<file path="src/rtl/servo_sequencer.sv">
// Waypoint sequencer for one servo_controller: steps through programmed
// {angle, speed, dwell} entries, detecting arrival on the live pulsewidth.
module servo_sequencer #(
    parameter int DEPTH        = 16,
    parameter int MOVE_TIMEOUT = 255,
    parameter int MIN_PW       = 70,
    localparam int AW          = $clog2(DEPTH)
) (
    input  logic          rotation_clk,
    input  logic          rst,
    input  logic          start,
    input  logic          stop,
    input  logic          loop_en,
    input  logic [4:0]    seq_len,
    input  logic          wr_en,
    input  logic [AW-1:0] wr_addr,
    input  logic [7:0]    wr_angle,
    input  logic [3:0]    wr_speed,
    input  logic [7:0]    wr_dwell,
    input  logic [11:0]   cur_pw,
    output logic [7:0]    angle,
    output logic [3:0]    speed,
    output logic          servo_en,
    output logic          busy,
    output logic [AW-1:0] step_idx,
    output logic          done,
    output logic          fault
);
    localparam int CW = $clog2(MOVE_TIMEOUT + 1);
    localparam logic [CW-1:0] TO_LAST = CW'(MOVE_TIMEOUT - 1);

    typedef struct packed {
        logic [7:0] angle;
        logic [3:0] speed;
        logic [7:0] dwell;
    } waypoint_t;

    typedef enum logic [2:0] {IDLE, ISSUE, MOVE, DWELL, DONE, FAULT} state_t;

    waypoint_t mem [DEPTH];
    waypoint_t wr_ent, cur_ent;

    state_t        state, state_n;
    logic [7:0]    angle_n, dwell_cnt, dwell_n;
    logic [3:0]    speed_n;
    logic          en_n, busy_n, done_n, fault_n;
    logic [AW-1:0] step_n;
    logic [CW-1:0] move_cnt, move_n;
    logic [4:0]    eff_len;
    logic [5:0]    step_p1;
    logic          is_last;
    logic [11:0]   tgt;

    always_comb begin
        wr_ent.angle = (wr_angle > 8'd180) ? 8'd180 : wr_angle;
        wr_ent.speed = (wr_speed > 4'd10) ? 4'd10 :
                       (wr_speed == 4'd0) ? 4'd1 : wr_speed;
        wr_ent.dwell = wr_dwell;
    end

    // The table is frozen during playback so entries can be read combinationally.
    always_ff @(posedge rotation_clk) begin
        if (wr_en && !busy)
            mem[wr_addr] <= wr_ent;
    end

    assign cur_ent = mem[step_idx];
    assign tgt     = ({4'd0, angle} * 12'd8) / 12'd9 + 12'(MIN_PW);
    assign eff_len = (seq_len > 5'(DEPTH)) ? 5'(DEPTH) : seq_len;
    assign step_p1 = 6'(step_idx) + 6'd1;
    assign is_last = step_p1 >= {1'b0, eff_len};

    always_ff @(posedge rotation_clk) begin
        if (rst) begin
            state     <= IDLE;
            angle     <= '0;
            speed     <= '0;
            servo_en  <= 1'b0;
            busy      <= 1'b0;
            step_idx  <= '0;
            done      <= 1'b0;
            fault     <= 1'b0;
            move_cnt  <= '0;
            dwell_cnt <= '0;
        end else begin
            state     <= state_n;
            angle     <= angle_n;
            speed     <= speed_n;
            servo_en  <= en_n;
            busy      <= busy_n;
            step_idx  <= step_n;
            done      <= done_n;
            fault     <= fault_n;
            move_cnt  <= move_n;
            dwell_cnt <= dwell_n;
        end
    end

    always_comb begin
        state_n = state;
        angle_n = angle;
        speed_n = speed;
        en_n    = servo_en;
        busy_n  = busy;
        step_n  = step_idx;
        done_n  = 1'b0;
        fault_n = fault;
        move_n  = move_cnt;
        dwell_n = dwell_cnt;
        case (state)
            IDLE: begin
                if (start && !stop && eff_len != 5'd0) begin
                    state_n = ISSUE;
                    step_n  = '0;
                    busy_n  = 1'b1;
                    en_n    = 1'b1;
                    fault_n = 1'b0;
                end
            end
            ISSUE: begin
                angle_n = cur_ent.angle;
                speed_n = cur_ent.speed;
                move_n  = '0;
                state_n = MOVE;
            end
            MOVE: begin
                if (cur_pw == tgt) begin
                    dwell_n = cur_ent.dwell;
                    state_n = DWELL;
                end else if (move_cnt == TO_LAST) begin
                    state_n = FAULT;
                end else begin
                    move_n = move_cnt + CW'(1);
                end
            end
            DWELL: begin
                if (dwell_cnt != 8'd0) begin
                    dwell_n = dwell_cnt - 8'd1;
                end else if (!is_last) begin
                    step_n  = step_idx + AW'(1);
                    state_n = ISSUE;
                end else if (loop_en) begin
                    step_n  = '0;
                    state_n = ISSUE;
                end else begin
                    state_n = DONE;
                end
            end
            DONE: begin
                done_n  = 1'b1;
                busy_n  = 1'b0;
                state_n = IDLE;
            end
            FAULT: begin
                fault_n = 1'b1;
                speed_n = '0;
                busy_n  = 1'b0;
                state_n = IDLE;
            end
            default: state_n = IDLE;
        endcase
        // Abort wins over everything; the servo is frozen in place, not disabled.
        if (stop && state != IDLE) begin
            state_n = IDLE;
            angle_n = angle;
            speed_n = '0;
            en_n    = servo_en;
            busy_n  = 1'b0;
            step_n  = step_idx;
            done_n  = 1'b0;
            fault_n = fault;
        end
    end
endmodule

</file>
<file path="config.mk">
export PLATFORM = sky130hd
export DESIGN_NAME = servo_sequencer
export DESIGN_NICKNAME = d
export VERILOG_FILES = /design/src/rtl/servo_sequencer.sv
export SDC_FILE = /design/constraint.sdc
export NUM_CORES = 1
export LEC_CHECK = 0
export BUFFER_PORTS_ARGS = -buffer_cell sky130_fd_sc_hd__buf_2
export CELL_PAD_IN_SITES_DETAIL_PLACEMENT = 1
export CELL_PAD_IN_SITES_GLOBAL_PLACEMENT = 1
export CORE_MARGIN = 10
export CORE_UTILIZATION = 50
export DETAILED_ROUTE_END_ITERATION = 16
export GPL_TIMING_DRIVEN = 1
export PLACE_DENSITY_LB_ADDON = 0.1
export RECOVER_POWER = 25
export SYNTH_ARGS = -nofsm -noshare
export SYNTH_HDL_FRONTEND = slang
export SYNTH_SLANG_ARGS = --single-unit
</file>
<file path="constraint.sdc">
create_clock -name rotation_clk -period 8.19 [get_ports rotation_clk]
set_input_delay 0.819 -clock rotation_clk [delete_from_list [all_inputs] [get_ports rotation_clk]]
set_output_delay 0.819 -clock rotation_clk [all_outputs]
set_load 0.1 [all_outputs]
</file>
==> flow_metrics.tcl <==
set metrics [dict create \
    status "finished clean" \
    num_antenna_cells 0 \
    track_usage_pct 20.5 \
    synthesis.instances 989 \
    power_per_cell_area_mw_per_mm2 218 \
    drive_above_1_share_pct 25.8 \
    max_stage_delay_ps 660 \
    cp-end-kind "flip-flop" \
    grt_max_degree 47 \
    rr_startpoint "angle[6]" \
    yosys-top-cells-count "edfxtp_1, mux4_2, nand2_1" \
    gp_congestion 0.851 \
    worstSkewPairLatency_ps 530 \
    area_growth_pct 13.2 \
    clk_pin_slew_ps 60 \
    io_pins 67 \
    maxCapViolations 0 \
    via_per_inst 6.19 \
    rows 65 \
    synth_top_area_cell "edfxtp_1" \
    startpoint "angle[6]" \
    cts.sink_count 363 \
    synth_fp_nets 1050 \
    finish.instance_area_sq_mm 0.0180 \
    syn-cell-area_sq_mm 0.0159 \
    total_power_mw 3.93 \
    fin_tns_setup_ps 0 \
    hp-start "servo_en" \
    tightest_slew_ps 1160 \
    yosysUniqueCellTypes 86 \
    cp.arrival_ps 7810 \
    yosysTopAreaCellShare_pct 60.4 \
    hold_violations 0 \
    vias 9309 \
    ys_ff_latch 363 \
    leakage_nw 5.71 \
    slew_viol_final 0 \
    grt-ovfl-total 0 \
    antenna_found_initial 0 \
    cts_buffer_depth 3 \
    die_area_sq_mm 0.0394 \
    drc_errors 0 \
    crit_path_top_delay_cell "dfxtp_1" \
    hold_class "flip-flop to flip-flop" \
    ys.flop_type "edfxtp_1" \
    start_util_pct 50.6 \
    period_minus_slack_ps 7390 \
    worstPathMaxFanout 16 \
    synth_edf_count 320 \
    fin_worst_skew_ps 15.2 \
    wl_per_cell_um 26.4 \
    drt_first_pass_iters 5 \
    synth_area_per_cell_sq_um 16.1 \
    worstSetupPathType "flip-flop to flip-flop" \
    numCtsBuffers 39 \
    ant_nets 0 \
    ys_warn_count 0 \
    place_hpwl_mm 25.0 \
    htree_levels 2 \
    core_sq_mm 0.0315 \
    cts_tree "yes" \
    fillers 2939 \
    die_w_um 198 \
    drtIter0Drc 713 \
    grt_pass1_vias 9761 \
    rsz0062_at_grt "false" \
    io_buffers 66 \
    peakVddDrop_mv 0.181 \
    fmax_ghz 0.135 \
    hold_ws_ps 442 \
    relSlewSlack_pct 22.0 \
    worstPathRequired_ps 8610 \
    start_kind "flip-flop" \
    synth_most_common_cell "edfxtp_1" \
    yosys-top-cells-area "edfxtp_1, mux4_2, dfxtp_1" \
    placed_area_sq_mm 0.0168 \
    drt-total-wl_mm 39.7 \
    clockRootBuffer "clkbuf_16" \
    grt_pass1_wl_mm 61.0 \
    async_flop_share_pct 0 \
    finalCritPeriodShare_pct 90.2 \
    fp.dieH_um 198 \
    final-setup-viol-count 0 \
    yosysSeqAreaShare_pct 65.8 \
    nets 1139 \
]
==> cells in the final DEF, fill, tap and decap left out, types with 7 or more instances in the layout <==
master     synthesis  layout
a21oi_1           40      40
a22oi_1           10      10
and2_1             7       7
buf_2              5      56
buf_4              2      32
clkbuf_1          33      18
clkbuf_16          0      40
clkinv_1           0       7
dfxtp_1           43      37
edfxtp_1         320     320
ha_1              14      14
inv_1             15      15
mux4_2           100     100
nand2_1           69      69
nand2b_1          24      24
nand3_1           23      23
nor2_1            50      38
nor2_2             1      13
nor2b_1            8       8
nor3_1            16      12
o21ai_0           21      21
o21ai_1            9       9
o22ai_1            8       8
o31ai_1            9       9
or4_1              9       9
xnor2_1            7       7
==> path summary, 6_finish.rpt <==
path	slack, ps	end	cells after the start
setup / recovery	800	state[2]	32
hold / removal	440	servo_en	2
setup reg to reg	800	state[2]	32
hold reg to reg	440	servo_en	2
==> layout make-up <==
type                    count  area [sq um]  share of cell area, %
clock buffers              49          1040                   5.80
clock inverters            16           143                  0.792
inverters                  16          60.1                  0.333
multi-input cells         560          5220                   29.0
flip-flops and latches    363         10500                   58.2
well taps                 402           503                   2.79
repair buffers             98           558                   3.10
==> kinds of logic (layout without fill, tap and decap cells) <==
family	Yosys count	after routing	share of synthesized area, %
muxes	110	110	14.8
and+or+nand+nor	243	243	7.65
DFF	363	363	65.8
buffers and inverters	66	179	1.74
adders and majority gates	15	15	1.17
xor gates and xnor gates	11	11	0.605
AOI/OAI and AO/OA	181	181	8.26
==> report_power, final <==
part | internal (mW) | switching, mW
logic | 0.0740 | 0.159
clock network | 0.964 | 0.686
registers | 2.04 | 0.0115
total | 3.08 | 0.856
==> critical path: cells and delay by family, from the launching register on <==
family / cells / cell delay [ps]
AOI/OAI and AO/OA: 15 / 3550
xor gates and xnor gates: 1 / 150
and+or+nand+nor: 10 / 1560
DFF: 1 / 660
buffers and inverters: 2 / 360
adders and majority gates: 3 / 880
muxes: 1 / 130
==> metrics by stage <==
stage | setup WS (ps) | util, % | cells
after CTS | 582 | 57.2 | 1500
after global routing | 15.2 | 57.2 | 1504
after global placement | 883 | 53.4 | 1435
after detailed placement | 582 | 53.4 | 1435
after floorplan | 1040 | - | 989
final | 801 | 57.2 | 1504
==> state kept, by name, summed over array words and instances, names as in the netlist, named ones only <==
register,cells
mem,320
angle,8
dwell_cnt,8
move_cnt,8
speed,4
step_idx,4
state,3
busy,1
done,1
fault,1
servo_en,1
==> repair_timing <==
action / CTS / global route
endpoints found under the hold margin: 0 / 0
resized for setup: 0 / 3
setup endpoints to repair: 0 / 19
hold buffers: 0 / 0
buffers inserted: 0 / 4
==> metal layers <==
metal / part of all wire, % / GRT usage [%] / wire length (um) / up-vias
met4: 1.5 / 4.27 / 578 / 0
met2: 52 / 35.8 / 20500 / 247
met3: 5.1 / 2.84 / 2040 / 42
li1: - / - / - / 4171
met5: 0 / 0 / 0 / -
met1: 42 / 26.8 / 16700 / 4849
(Power assumes the default switching activity.)
